`src/rtl/fir_tdm_pkg.sv`:
```
// Shared constants, state encoding and latency helper for the TDM FIR sequencer.
package fir_tdm_pkg;
   localparam int N_DEF  = 64;
   localparam int AW_DEF = $clog2(N_DEF);
   localparam int COEF_W = 16;

   typedef enum logic [1:0] {
      IDLE  = 2'd0,
      RUN   = 2'd1,
      DRAIN = 2'd2,
      HOLD  = 2'd3
   } state_t;

   // Cycle, counted from the handshake cycle, in which out_valid first rises.
   function automatic int out_cycle(input int n, input int rd_lat, input int mac_lat);
      return n + rd_lat + mac_lat;
   endfunction
endpackage

```
`src/rtl/fir_tdm_strobe_delay.sv`:
```
// Delays the {clr, en} MAC strobe pair by DEPTH cycles to line up with operand arrival.
module fir_tdm_strobe_delay #(
   parameter int DEPTH = 1
) (
   input  logic       clk,
   input  logic       rst,
   input  logic [1:0] d,
   output logic [1:0] q
);
   if (DEPTH == 0) begin : g_wire
      assign q = d;
   end else begin : g_pipe
      logic [1:0] pipe [DEPTH];

      always_ff @(posedge clk or posedge rst) begin
         if (rst) begin
            for (int i = 0; i < DEPTH; i++) pipe[i] <= '0;
         end else begin
            pipe[0] <= d;
            for (int i = 1; i < DEPTH; i++) pipe[i] <= pipe[i-1];
         end
      end

      assign q = pipe[DEPTH-1];
   end
endmodule

```
`src/rtl/fir_tdm_sequencer.sv`:
```
// Control sequencer for a time-multiplexed FIR: sample write, tap walk, MAC strobes, output handshake.
//
//   state | meaning
//   IDLE  | waiting for an input sample, in_ready high
//   RUN   | walking taps 0..N-1, one per cycle
//   DRAIN | waiting for the last product to reach the accumulator output
//   HOLD  | out_valid high until the consumer takes it
module fir_tdm_sequencer
   import fir_tdm_pkg::*;
#(
   parameter int N       = N_DEF,
   parameter int AW      = $clog2(N),
   parameter int RD_LAT  = 1,
   parameter int MAC_LAT = 2
) (
   input  logic          clk,
   input  logic          rst,
   input  logic          in_valid,
   output logic          in_ready,
   output logic          wr_en,
   output logic [AW-1:0] wr_addr,
   output logic [AW-1:0] rd_addr,
   output logic [AW-1:0] tap_idx,
   output logic          mac_en,
   output logic          mac_clr,
   output logic          out_valid,
   input  logic          out_ready,
   output logic          busy
);
   // DRAIN spans the cycles between the last RUN cycle and the out_valid cycle.
   localparam int         DRAIN_CYC = out_cycle(N, RD_LAT, MAC_LAT) - N - 1;
   localparam logic [3:0] DRAIN_LD  = 4'(DRAIN_CYC - 1);

   state_t        state;
   logic [AW-1:0] wptr;
   logic [AW-1:0] k;
   logic [AW-1:0] rd_q;
   logic [3:0]    dcnt;
   logic          i_en;
   logic          i_clr;
   logic          ir_q;
   logic          ov_q;
   logic          busy_q;
   logic          hs;
   logic [1:0]    strb;

   assign hs        = in_valid & ir_q;
   assign wr_en     = hs;
   assign in_ready  = ir_q;
   assign wr_addr   = wptr;
   assign rd_addr   = rd_q;
   assign tap_idx   = k;
   assign out_valid = ov_q;
   assign busy      = busy_q;

   always_ff @(posedge clk or posedge rst) begin
      if (rst) begin
         state  <= IDLE;
         wptr   <= '0;
         k      <= '0;
         rd_q   <= '0;
         dcnt   <= '0;
         i_en   <= 1'b0;
         i_clr  <= 1'b0;
         ir_q   <= 1'b0;
         ov_q   <= 1'b0;
         busy_q <= 1'b0;
      end else begin
         case (state)
            IDLE: begin
               if (hs) begin
                  wptr   <= wptr + AW'(1);
                  rd_q   <= wptr;
                  k      <= '0;
                  i_en   <= 1'b1;
                  i_clr  <= 1'b1;
                  ir_q   <= 1'b0;
                  busy_q <= 1'b1;
                  state  <= RUN;
               end else begin
                  ir_q <= 1'b1;
               end
            end
            RUN: begin
               i_clr <= 1'b0;
               if (k == AW'(N - 1)) begin
                  i_en <= 1'b0;
                  if (DRAIN_CYC == 0) begin
                     ov_q  <= 1'b1;
                     state <= HOLD;
                  end else begin
                     dcnt  <= DRAIN_LD;
                     state <= DRAIN;
                  end
               end else begin
                  k    <= k + AW'(1);
                  rd_q <= rd_q - AW'(1);
               end
            end
            DRAIN: begin
               if (dcnt == 4'd0) begin
                  ov_q  <= 1'b1;
                  state <= HOLD;
               end else begin
                  dcnt <= dcnt - 4'd1;
               end
            end
            HOLD: begin
               if (out_ready) begin
                  ov_q   <= 1'b0;
                  busy_q <= 1'b0;
                  ir_q   <= 1'b1;
                  state  <= IDLE;
               end
            end
            default: state <= IDLE;
         endcase
      end
   end

   fir_tdm_strobe_delay #(.DEPTH(RD_LAT)) u_strobe (
      .clk (clk),
      .rst (rst),
      .d   ({i_clr, i_en}),
      .q   (strb)
   );

   assign mac_en  = strb[0];
   assign mac_clr = strb[1];
endmodule
```
`config.mk`:
```
export PLATFORM = sky130hd
export DESIGN_NAME = fir_tdm_sequencer
export DESIGN_NICKNAME = d
export VERILOG_FILES = /design/src/rtl/fir_tdm_pkg.sv /design/src/rtl/fir_tdm_strobe_delay.sv /design/src/rtl/fir_tdm_sequencer.sv
export SDC_FILE = /design/constraint.sdc
export NUM_CORES = 1
export LEC_CHECK = 0
export CAP_MARGIN = 20
export CORE_MARGIN = 3
export CORE_UTILIZATION = 33
export CTS_CLUSTER_DIAMETER = 150
export DETAILED_ROUTE_END_ITERATION = 16
export GPL_TIMING_DRIVEN = 0
export SYNTH_ARGS = -nofsm -noshare
export SYNTH_HDL_FRONTEND = slang
export SYNTH_HIERARCHICAL = 1
export SYNTH_SLANG_ARGS = --single-unit
export TNS_END_PERCENT = 10
```
`constraint.sdc`:
```
create_clock -name clk -period 2.6 [get_ports clk]
set_input_delay 0.78 -clock clk [delete_from_list [all_inputs] [get_ports clk]]
set_output_delay 0.78 -clock clk [all_outputs]
set_load 0.05 [all_outputs]
```
* Yosys cells after proc, flatten, opt, wreduce, memory -nomap -nowiden *
Index checks and enable logic that the tools add are counted.

storage, ports and cells
  bits in read-only memories = 0
  memories = 0
  memory bits (writable) = 0
  logic and storage cells = 66
  flip-flop bits (word level) = 31
  latch bits = 0

cells by class
  reduce and logical (&&, ||, !) cells = 15
  $add $sub $neg = 4
  divide/modulo/power cells = 0
  equal/unequal tests = 10
  bitwise operators = 1
  magnitude comparators = 0
  mux-type cells = 25
  multipliers = 0
  shift operators = 0

operators by type and width
  operator                                                                count
  6-bit two-way mux                                                       4
  6-bit case mux with 2 select lines                                      2
  3-bit AND reduction                                                     5
  6-bit by 1-bit adder with 6-bit output (second input constant)          2
  2-bit inequality test (second input constant)                           6
  1-bit case mux with 2 select lines                                      5
  2-bit two-way mux                                                       4
  4-bit two-way mux                                                       2
  2-bit case mux with 4 select lines                                      1
  4-bit case mux with 2 select lines                                      1
  2-bit nonzero test                                                      4
  6-bit equality test (second input constant)                             1
  1-bit two-way mux                                                       6
  2-bit AND reduction                                                     3
  6-bit by 1-bit subtractor with 6-bit output (second input constant)     1
  2-bit equality test (second input constant)                             2
  4-bit logical NOT                                                       1
  4-bit AND reduction                                                     1
  4-bit by 1-bit subtractor with 4-bit output (second input constant)     1
  2-bit by 1-bit equality test with 1-bit output (second input constant)  1
  2-bit logical NOT                                                       1
  1-bit bitwise AND                                                       1

* Depth between registers and ports, before layout *
Gate-level depths: netlist (run 1).

  depth in word-level cells = 3
  gate-level depth with buffers = 7

* Hierarchy *
The synthesis (run 1) kept the hierarchy.

modules (own cells, without submodules)
  module                times used  cells an instance  area each (um^2)  seq. area each (um^2)
  fir_tdm_sequencer     1           172                1676.6            725.7
  fir_tdm_strobe_delay  1           3                  53.8              50.0

* Worst setup path after synthesis (run 1) *
OpenSTA, ideal clock, no wires.

  path type = register -> register
  start = register k[0] (netlist: tap_idx[0])
  end = register k[0] (netlist: tap_idx[0])
  setup slack = 583 ps
  data required time = 2475 ps
  buffers on the path = 1
  data arrival time = 1892 ps
  setup time = 125 ps
  stages on the path, launching flop included = 7
  path through = dfrtp_1 > ha_1 > and4_4 > and3_4 > buf_6 > or2_4 > mux2_4

on the way
  cells in the longest elaborated chain, start to end = 3
  elaborated cells between the ends (all ways) = 6
  classes of those cells = 1 x add/sub; 2 x eq/ne; 2 x mux; 1 x reduce/logical

RTL lines
  element                                                                               RTL line                                          text
  start, declared                                                                       fir_tdm_sequencer.sv:36                           logic [AW-1:0] k;
  start signal, assigned                                                                fir_tdm_sequencer.sv:96                           k <= k + AW'(1);
  6-bit by 1-bit adder with 6-bit output / 6-bit equality test (equally long branches)  fir_tdm_sequencer.sv:96, fir_tdm_sequencer.sv:86
  6-bit two-way mux / 2-bit inequality test (equally long branches)                     --
  6-bit case mux with 2 select lines / 3-bit AND reduction (equally long branches)      --

Several ways; a longest one is shown, not always the timed one. The select of a mux whose other input is x is not followed.
A chain may end at the register's enable or synchronous reset.

* Final worst setup path (run 1) *
  start = input port in_valid
  end = output port wr_en

on the way
  cells in the longest elaborated chain, start to end = 1

RTL lines
  element            RTL line                 text
  start, declared    fir_tdm_sequencer.sv:18  input logic in_valid,
  1-bit bitwise AND  fir_tdm_sequencer.sv:47  assign hs = in_valid & ir_q;
  end, declared      fir_tdm_sequencer.sv:20  output logic wr_en,

Every way passes these cells.

==> run summary, run 1 <==
Status: completed
Synth Warn #: 6
Launch point of the worst reg-to-reg path: state[0]
Post-synth EDFFs: 0
Clock tree sinks: 31
Die H: 78.4 um
Total I/O pin count: 28
GR Util All Layers: 13.9%
Count leader, synth: dfrtp_1
TritonCTS clock tree: built
Post-DP Area: 2110 sq um
Adder-cell share of the synthesized area: 5.78%
Die Span X: 78.4 um
Setup TNS: 0 ns
CTS hold repair buffers: 0
Max Freq: 0.395 GHz
CP Data Required Time: 1.82 ns
Sequential power share: 29.2%
Avg WL per Cell: 14.1 um
P_int: 1.56 mW
DRC errors left: 0
CP Launch Type: input port
XOR/XNOR Fraction of Synth Area: 3.04%
HPWL Detailed: 2900 um
Post-CTS setup buffers: 0
CP max-delay cell: clkdlybuf4s50_1
Worst path top cell family by delay: buffers and inverters
Ys flop type: dfrtp_1
Max VDD drop: 607 uV
Share of flip-flops with an asynchronous set or reset: 100%
# rows: 25
Reg2reg path depth: 7
Simple-gate area share of the yosys netlist: 21.3%
Largest net degree at the start of global routing: 16
Routed vias: 1394
Number of port buffers: 27
# fillers: 489
Synth area leaders: dfrtp_1 (45%), ha_1 (5.8%), nand2_1 (4.3%), o21ai_0 (4.0%), xnor2_1 (2.5%)
Initial Util: 35.5%
Root buffer cell: clkbuf_8
WHS Path Cells: 0
Crit-path max FO: 4
Max Slew Vio Count: 0
Synthesized area per cell: 9.89 sq um
Mapped Area: 1730 sq um
Worst-Skew Late Latency: 0.28 ns
DR vias/cell: 5.03
Clock transition at path regs: 0.06 ns
Final ANT Viol Nets: 0
Cts bufs inserted: 5
Multiplexer share of the synthesized area: 2.89%
Final setup margin: 0.0700 ns
Placement Setup Slack: -0.480 ns
Synth Area in Compound Gates: 17.9%
Core area: 4880 sq um
Sequential element share of the synthesized area: 44.8%
Net Sw Frac: 48.2%
RSZ-0062 raised after global routing: no
Synth cell types: 55
Residual overflow from global routing: 0
Final setup fails: 0
Cells after Synth: 175
Antenna fix cells: 0
Ratio of cells with drive above 1 in the final layout: 11.9%
Post-Syn Nets: 187
Clk buf depth: 2
CP Cell Sequence: clkdlybuf4s50_1 > and2_1 > buf_2
Initial antenna violation count: 0
Worst r2r dst: tap_idx[0]
GPL Wtd Cong: 0.786
Final Hold Fails: 0
Max-cap violation count: 0
Final instance area: 2190 sq um
Pwr dens: 1380 nW/um^2
CP Buf/Inv Count: 2
Hold path endpoint: u_strobe/q[1]
Main combinational cell family by area after synthesis: simple AND/OR/NAND/NOR gates
Die Area: 6150 sq um
Clock Skews: 0.00527 ns
Layout area overhead: 26.8%
First-pass GRT wire length: 6830 um
Worst Setup End Kind: output port
Share of the synthesized area in the top cell type: 44.8%
Flop-to-flop setup slack: 0.65 ns
Yosys top cell by area: dfrtp_1
Fin crit period: 2.53 ns
Combinational Power Share: 58.1%
Actual slew at the worst max-slew pin: 0.664 ns
Synthesis-stage register bit count: 31
Relative slew slack: 55.7%
CP max stage delay: 0.52 ns
Vias in the first global route: 1364
DRT Pass-1 Iters: 4
Kind of critical path: input port to output port
Period utilization: 97.3%
# H-tree levels: 2
Post-Route WL: 3890 um
Hold Startpoint: i_clr
Worst min path class: flop to flop
Post-synth top cells: dfrtp_1 (31), nand2_1 (20), o21ai_0 (14), inv_1 (11), nor2_1 (10)
Clock share of power: 12.7%
Arrival time at the worst endpoint: 1.75 ns
Drt initial violations: 52
Leak: 0.937 nW
P_sw: 1.46 mW
Post-layout nets: 222
==> power groups by stage <==
| stage | clock network [mW] | registers (mW) | logic, mW |
|---|---|---|---|
| final | 0.382 | 0.883 | 1.75 |
| after global routing | 0.416 | 0.922 | 1.92 |
| after CTS | 0.389 | 0.884 | 1.77 |
| after detailed placement | 0 | 0.891 | 1.76 |
| after global placement | 0 | 0.887 | 1.75 |
| after floorplan | 0 | 1.28 | 0.860 |
==> stage by stage <==
| step | hold slack [ns] | cells | power, mW | util (%) |
|---|---|---|---|---|
| 2_1_floorplan | 0.348 | 175 | 2.14 | - |
| 3_3_place_gp | 0.358 | 269 | 2.63 | 42.7 |
| 3_5_place_dp | 0.362 | 270 | 2.65 | 43.3 |
| 4_1_cts | 0.376 | 277 | 3.04 | 45.0 |
| 5_1_grt | 0.406 | 277 | 3.26 | 45.0 |
| 6_report | 0.373 | 277 | 3.02 | 45.0 |
==> worst register-to-register path, delay by kind of cell, from the launching register on <==
kind | cells | cell delay [ns]
mux | 1 | 0.26
flops | 1 | 0.38
compound gates | 2 | 0.36
buf+inv | 2 | 0.25
fa+ha+maj | 1 | 0.29
simple gates | 1 | 0.31
==> logic make-up after synthesis <==
| group | Yosys count |
|---|---|
| buffers and inverters | 16 |
| AOI/OAI and AO/OA | 43 |
| adders and majority gates | 8 |
| DFF | 31 |
| and+or+nand+nor | 67 |
| muxes | 4 |
| xor gates and xnor gates | 6 |
==> layout make-up <==
type / instances / area, sq um / area share [%]
buffer: 5 / 31.3 / 1.43
clock buffer: 6 / 82.6 / 3.76
clock inverter: 1 / 5.00 / 0.228
inverter: 11 / 41.3 / 1.88
multi-input combinational: 128 / 882 / 40.2
sequential: 31 / 776 / 35.3
tap: 67 / 83.8 / 3.82
timing repair buffer: 28 / 293 / 13.3
==> what timing repair did <==
item / 4_1_cts / 5_1_grt
endpoints found under the hold margin: 0 / 0
endpoints found under the setup margin: 1 / 0
resized for setup: 5 / 0
==> routing by layer <==
layer | global-route usage [%] | part of all wire (%) | up-vias | routed length (um)
met5 | 0 | 0 | - | 0
met4 | 3.15 | 0.95 | 0 | 37
met1 | 20.3 | 53 | 664 | 2060
met3 | 3.56 | 3.7 | 4 | 145
met2 | 20.7 | 42 | 27 | 1650
li1 | - | - | 699 | -
==> cells in the final DEF, fill, tap and decap left out, types with 4 or more instances in the layout <==
cell             synthesis  layout
clkbuf_8                 0       6
nand3_1                  6       6
nand2_1                 20      20
nor2b_1                  4       4
nand4_1                  5       5
dfrtp_1                 31      31
xnor2_1                  5       5
inv_1                   11      11
clkdlybuf4s50_1          0      26
o31ai_1                  4       4
nor2_1                  10      10
a21oi_1                  5       5
ha_1                     8       8
o21ai_0                 14      14
==> flip-flops by register name, indices dropped and copies added, names as in the netlist <==
signal and cells:
wr_addr 6, state 2, i_clr 1, rd_addr 6
in_ready 1, out_valid 1, u_strobe/q 2, tap_idx 6
i_en 1, busy 1, dcnt 4
==> worst max-delay path by stage <==
| stage | endpoint | cells past startpoint | slack (ns) | from |
|---|---|---|---|---|
| after floorplan | tap_idx[0] | 6 | 0.58 | tap_idx[0] |
| after global placement | wr_en | 3 | -0.48 | in_valid |
| after detailed placement | wr_en | 3 | -0.48 | in_valid |
| after CTS | wr_en | 3 | 0.06 | in_valid |
| after global routing | wr_en | 3 | 0.01 | in_valid |
| final | wr_en | 3 | 0.07 | in_valid |
Power figures use the tool's default switching activity.
==> run 2, diff against run 1 <==
--- a/config.mk
+++ b/config.mk
@@ -11,6 +11,7 @@
 export CTS_CLUSTER_DIAMETER = 150
 export DETAILED_ROUTE_END_ITERATION = 16
 export GPL_TIMING_DRIVEN = 0
+export SLEW_MARGIN = 20
 export SYNTH_ARGS = -nofsm -noshare
 export SYNTH_HDL_FRONTEND = slang
 export SYNTH_HIERARCHICAL = 1
==> run 2 against run 1 <==
Net effect:
- largest power group unchanged
- count of clock-buffer cells in the layout rose by 2
- critical path type unchanged
- critical path depth stayed put
- sequential share of layout area grew 0.24 points
- highest routed layer unchanged
==> run summary, run 2 (synthesis results as in run 1) <==
# H-tree levels: 2 (unchanged)
Initial antenna violation count: 0 (unchanged)
DR vias/cell: 5.10 (was 5.03)
CP Launch Type: input port (unchanged)
TritonCTS clock tree: built (unchanged)
Clk buf depth: 2 (unchanged)
Multi-input gate area: 882 sq um (unchanged)
Cts bufs inserted: 5 (unchanged)
Total power: 3.04 mW (was 3.02 mW)
Initial Util: 35.5% (unchanged)
Most frequent cells in the layout: dfrtp_1 (31), clkdlybuf4s50_1 (26), nand2_1 (20) (unchanged)
Die Area: 6150 sq um (unchanged)
Max-cap violation count: 0 (unchanged)
Post-CTS setup buffers: 0 (unchanged)
Max Slew Vio Count: 0 (unchanged)
Max Freq: 0.393 GHz (was 0.395 GHz)
Max VDD drop: 573 uV (was 607 uV)
CP max stage delay: 0.52 ns (about the same)
First-pass GRT wire length: 6800 um (was 6830 um)
CP Data Required Time: 1.82 ns (about the same)
CP max-delay cell: clkdlybuf4s50_1 (unchanged)
Worst min path class: flop to flop (unchanged)
Setup TNS: 0 ns (unchanged)
Final setup fails: 0 (unchanged)
Post-layout nets: 221 (was 222)
Core area: 4880 sq um (unchanged)
Die Span X: 78.4 um (unchanged)
Largest net degree at the start of global routing: 30 (was 16)
# fillers: 496 (was 489)
Root buffer cell: clkbuf_8 (unchanged)
RSZ-0062 raised after global routing: no (unchanged)
Worst-Skew Late Latency: 0.28 ns (about the same)
Drt initial violations: 75 (was 52)
Final ANT Viol Nets: 0 (unchanged)
Commonest non-fill, non-tap cell in the layout: dfrtp_1 (unchanged)
HPWL Detailed: 2810 um (was 2900 um)
Sequential cell area: 776 sq um (unchanged)
Actual slew at the worst max-slew pin: 0.643 ns (was 0.664 ns)
Final Hold Fails: 0 (unchanged)
Placed Instances: 269 (was 270)
DRT Pass-1 Iters: 4 (unchanged)
Layout area overhead: 26.0% (was 26.8%)
Clock tree sinks: 31 (unchanged)
Kind of critical path: input port to output port (unchanged)
Crit-path max FO: 4 (unchanged)
Relative slew slack: 57.1% (was 55.7%)
Fin crit period: 2.54 ns (was 2.53 ns)
Arrival time at the worst endpoint: 1.76 ns (was 1.75 ns)
Avg WL per Cell: 14.1 um (about the same)
Worst Setup End Kind: output port (unchanged)
Cts repair resizes: 5 (unchanged)
Residual overflow from global routing: 0 (unchanged)
Vias in the first global route: 1406 (was 1364)
Die H: 78.4 um (unchanged)
Pwr dens: 1400 nW/um^2 (was 1380 nW/um^2)
Ratio of cells with drive above 1 in the final layout: 11.9% (unchanged)
CP Cell Sequence: clkdlybuf4s50_1 > and2_1 > buf_2 (unchanged)
Total I/O pin count: 28 (unchanged)
GR Util All Layers: 14.0% (was 13.9%)
Routed vias: 1413 (was 1394)
Period utilization: 97.8% (was 97.3%)
Number of port buffers: 27 (unchanged)
CTS hold repair buffers: 0 (unchanged)
Non-filler cells in the finished layout: 277 (unchanged)
Leak: 0.928 nW (was 0.937 nW)
# rows: 25 (unchanged)
Antenna fix cells: 0 (unchanged)
DRC errors left: 0 (unchanged)
Hold slack: 0.377 ns (was 0.373 ns)
Status: completed (unchanged)
Post-Route WL: 3900 um (was 3890 um)
Clock transition at path regs: 0.06 ns (about the same)
Clock Skews: 0.00209 ns (was 0.00527 ns)
GPL Wtd Cong: 0.786 (unchanged)
## run 2: worst max-delay path: cells and delay by family
family | cells | cell delay (ns)
AND/OR/NAND/NOR | 1 | 0.18
buffers and inverters | 2 | 0.79
## run 2: metrics by stage
stage | cell area (sq um) | worst slack (ns) | util [%]
after floorplan | 1730 | 0.583 | -
after global placement | 2080 | -0.476 | 42.7
after detailed placement | 2080 | -0.486 | 42.7
after CTS | 2180 | 0.0571 | 44.7
after global routing | 2180 | 0.0101 | 44.7
final | 2180 | 0.0578 | 44.7
## run 2: final cells by class
class,instances,area share (%)
Clock buffer,8,4.59
Inverter,11,1.89
Tap cell,67,3.85
Sequential cell,31,35.6
Buffer,5,1.44
Timing Repair Buffer,27,12.2
Multi-Input combinational cell,128,40.5
## run 2: metal layers
layer | global-route usage, % | vias to the layer above | share of wire, %
met1 | 20.6 | 658 | 50
met2 | 19.6 | 44 | 43
met4 | 5.77 | 0 | 1.7
met5 | 0 | - | 0
li1 | - | 703 | -
met3 | 3.10 | 8 | 6.0
## run 2: path summary, 6_finish.rpt
check / slack (ns) / startpoint / endpoint / cells after the start
hold reg to reg: 0.38 / i_clr / u_strobe/q[1] / 0
min in group asynchronous: 0.70 / rst / u_strobe/q[0] / 2
setup reg to reg: 0.65 / state[0] / tap_idx[0] / 7
setup / recovery: 0.06 / in_valid / wr_en / 3
hold / removal: 0.38 / i_clr / u_strobe/q[1] / 0
max in group asynchronous: 1.24 / rst / wr_addr[1] / 2
## run 2: where the power goes
group	total, mW	switching [mW]	internal [mW]	leakage, nW
Sequential	0.884	0.208	0.676	0.383
Combinational	1.75	1.07	0.676	0.494
Clock	0.415	0.174	0.241	0.0515
Total	3.04	1.45	1.59	0.928
==> run 3, diff against run 2 <==
--- a/config.mk
+++ b/config.mk
@@ -11,6 +11,7 @@
 export CTS_CLUSTER_DIAMETER = 150
 export DETAILED_ROUTE_END_ITERATION = 16
 export GPL_TIMING_DRIVEN = 0
+export HOLD_SLACK_MARGIN = 0.15
 export SLEW_MARGIN = 20
 export SYNTH_ARGS = -nofsm -noshare
 export SYNTH_HDL_FRONTEND = slang
==> results of run 3 <==
Same layout as run 2: the final DEF is identical, and so are final timing and power.
==> edit, RTL diff (config.mk and constraints of run 1) <==
Change the parameter `RD_LAT` from 1 to 2.
--- a/src/rtl/fir_tdm_sequencer.sv
+++ b/src/rtl/fir_tdm_sequencer.sv
@@ -10,7 +10,7 @@
 #(
    parameter int N       = N_DEF,
    parameter int AW      = $clog2(N),
-   parameter int RD_LAT  = 1,
+   parameter int RD_LAT  = 2,
    parameter int MAC_LAT = 2
 ) (
    input  logic          clk,
Function: changed (a bounded check fails within 4 cycles, from zero or initial values and one cycle with rst high).
==> edit against run 1 <==
Design area increased by 0.86%; via count increased by 3.7%; fmax decreased by 1.5%; area after synthesis increased by 0.80%; hold slack got worse by 24 ps; wire length decreased by 3.6%; worst setup slack got worse by 40 ps; sequential cell count increased by 2; die area increased by 0.73%; critical path type unchanged; critical endpoint unchanged.
Power is left out: it rests on default switching activity, and per cell area and clock period it moved more than threefold.
==> edit: results (changes against run 1) <==
* RR Endpoint: tap_idx[3]
* Total track usage at 0.135 (-0.00396)
* Worst-Skew Late Latency at 280 ps (about the same)
* Nets at 230 (+3.6%)
* CP arrival at 1790 ps (+40 ps)
* Clk pin slew, worst setup/hold paths at 60 ps (about the same)
* Worst Tran Pin Value at 497 ps (-168 ps)
* Met2 Usage GRT at 0.209 (+0.00164)
* Clock buffer count from CTS at 5 (unchanged)
* First-pass GRT wire length at 6.62 mm (-3.0%)
* Critical-path top delay cell: clkdlybuf4s50_1
* CP peak stage delay at roughly 510 ps
* Synth cell types at 48 (-13%)
* Yosys warning count at 6 (unchanged)
* R2r setup slk at between 600 and 700 ps
* Initial DRT Pass Iterations at 5 (+1)
* Final clock skew at 6.85 ps (+1.57 ps)
* Iter 0 DRT Violations at 55 (+5.8%)
* Placed wire-length estimate at 2.81 mm (-2.9%)
* Wire per inst at 13.2 um (-6.4%)
* CTS Sinks at 33 (+6.5%)
* Worst Reg-to-Reg Cells at 6 (-1)
* Worst setup path endpoint: wr_en
* Mapped Nets at 195 (+4.3%)
* Post-synth ARST share at 1.00 (unchanged)
* H-tree lvl count at 2 (unchanged)
* Clk buf depth at 2 (unchanged)
* Post-synth top cells: dfrtp_1, nand2_1, inv_1, o21ai_0, nor2_1
* Crit path max fanout at 4 (unchanged)
* HP Class: flip-flop to flip-flop
* Diode count at 0 (unchanged)
* Initial antenna violation count at 0 (unchanged)
* Largest net degree at the start of global routing at 21 (+5)
* Hold Crit Depth at 0 (unchanged)
* Met3 global-route usage at 0.0340 (-0.00154)
* GR Util met1 at 0.186 (-0.0170)
* Status: finished clean
* Post-CTS Setup Repair Bufs at 0 (unchanged)
* Root buffer cell: clkbuf_8
* Synth area leaders: dfrtp_1, ha_1, nand2_1, o21ai_0, inv_1
* Seq/Total Area, Yosys at 0.473 (+0.0252)
* Critical path's top delay family: buffers and inverters
* Number of port buffers at 27 (unchanged)
* Inst Count DP at 278 (+3.0%)
* RR Startpoint: state[1]
* Vias per cell at 5.07 (+0.75%)
* Share of cells above drive strength 1 at 0.0963 (-0.0227)
* Critical path origin: in_valid
* Post-Route WL at 3.75 mm (-3.6%)
* Gpl congestion at 0.777 (-1.1%)
* Vias in the first global route at 1388 (+1.8%)
* Fillers at 468 (-4.3%)
* Syn_area_per_cell at 9.53 um^2 (-3.6%)
## edit: cell count changes after synthesis, moves of 3 or more
cell,change
nand4_1,-4
a21oi_1,+3
a31oi_1,+3
nor3_1,+3
nand2_1,+3
## edit: logic make-up after synthesis
group	share of synthesized area
flip-flops	0.473
adder cells (fa/ha/maj)	0.0574
buffers and inverters	0.0488
AO/OA/AOI/OAI	0.197
XOR/XNOR	0.0251
AND/OR/NAND/NOR	0.192
multiplexers	0.00646
## edit: area by class of cell
| cell class | count | share of cell area |
|---|---|---|
| repair buffers | 28 | 0.135 |
| clock buffers | 7 | 0.0390 |
| well taps | 67 | 0.0379 |
| multi-input cells | 130 | 0.376 |
| flip-flops and latches | 33 | 0.373 |
| plain buffers | 7 | 0.0164 |
| inverters | 13 | 0.0220 |
## edit: metal layers
metal	wire length, um	share of wire
met5	0	0
met3	138	0.037
met1	1860	0.49
met2	1740	0.46
met4	19	0.0051
## edit: through the flow
stage,util,instance area [um^2],setup WS [ps]
global placement,0.427,2100,-398
global route,0.451,2210,7.36
floorplan,-,1740,628
detailed placement,0.433,2130,-388
CTS,0.451,2210,30.9
finish,0.451,2210,30.3
## edit: how the worst min path moves through the flow
stage	start	endpoint	slack [ps]
floorplan	u_strobe/g_pipe.pipe[2]	u_strobe/q[0]	330
global placement	u_strobe/g_pipe.pipe[3]	u_strobe/q[1]	330
detailed placement	u_strobe/g_pipe.pipe[2]	u_strobe/q[0]	340
CTS	u_strobe/g_pipe.pipe[2]	u_strobe/q[0]	350
global route	u_strobe/g_pipe.pipe[3]	u_strobe/q[1]	360
finish	u_strobe/g_pipe.pipe[3]	u_strobe/q[1]	350
## edit: repair_timing
action                                  in CTS  in global routing
hold endpoints to repair                     0                  0
endpoints found under the setup margin       1                  0
resized for setup                            3                  0
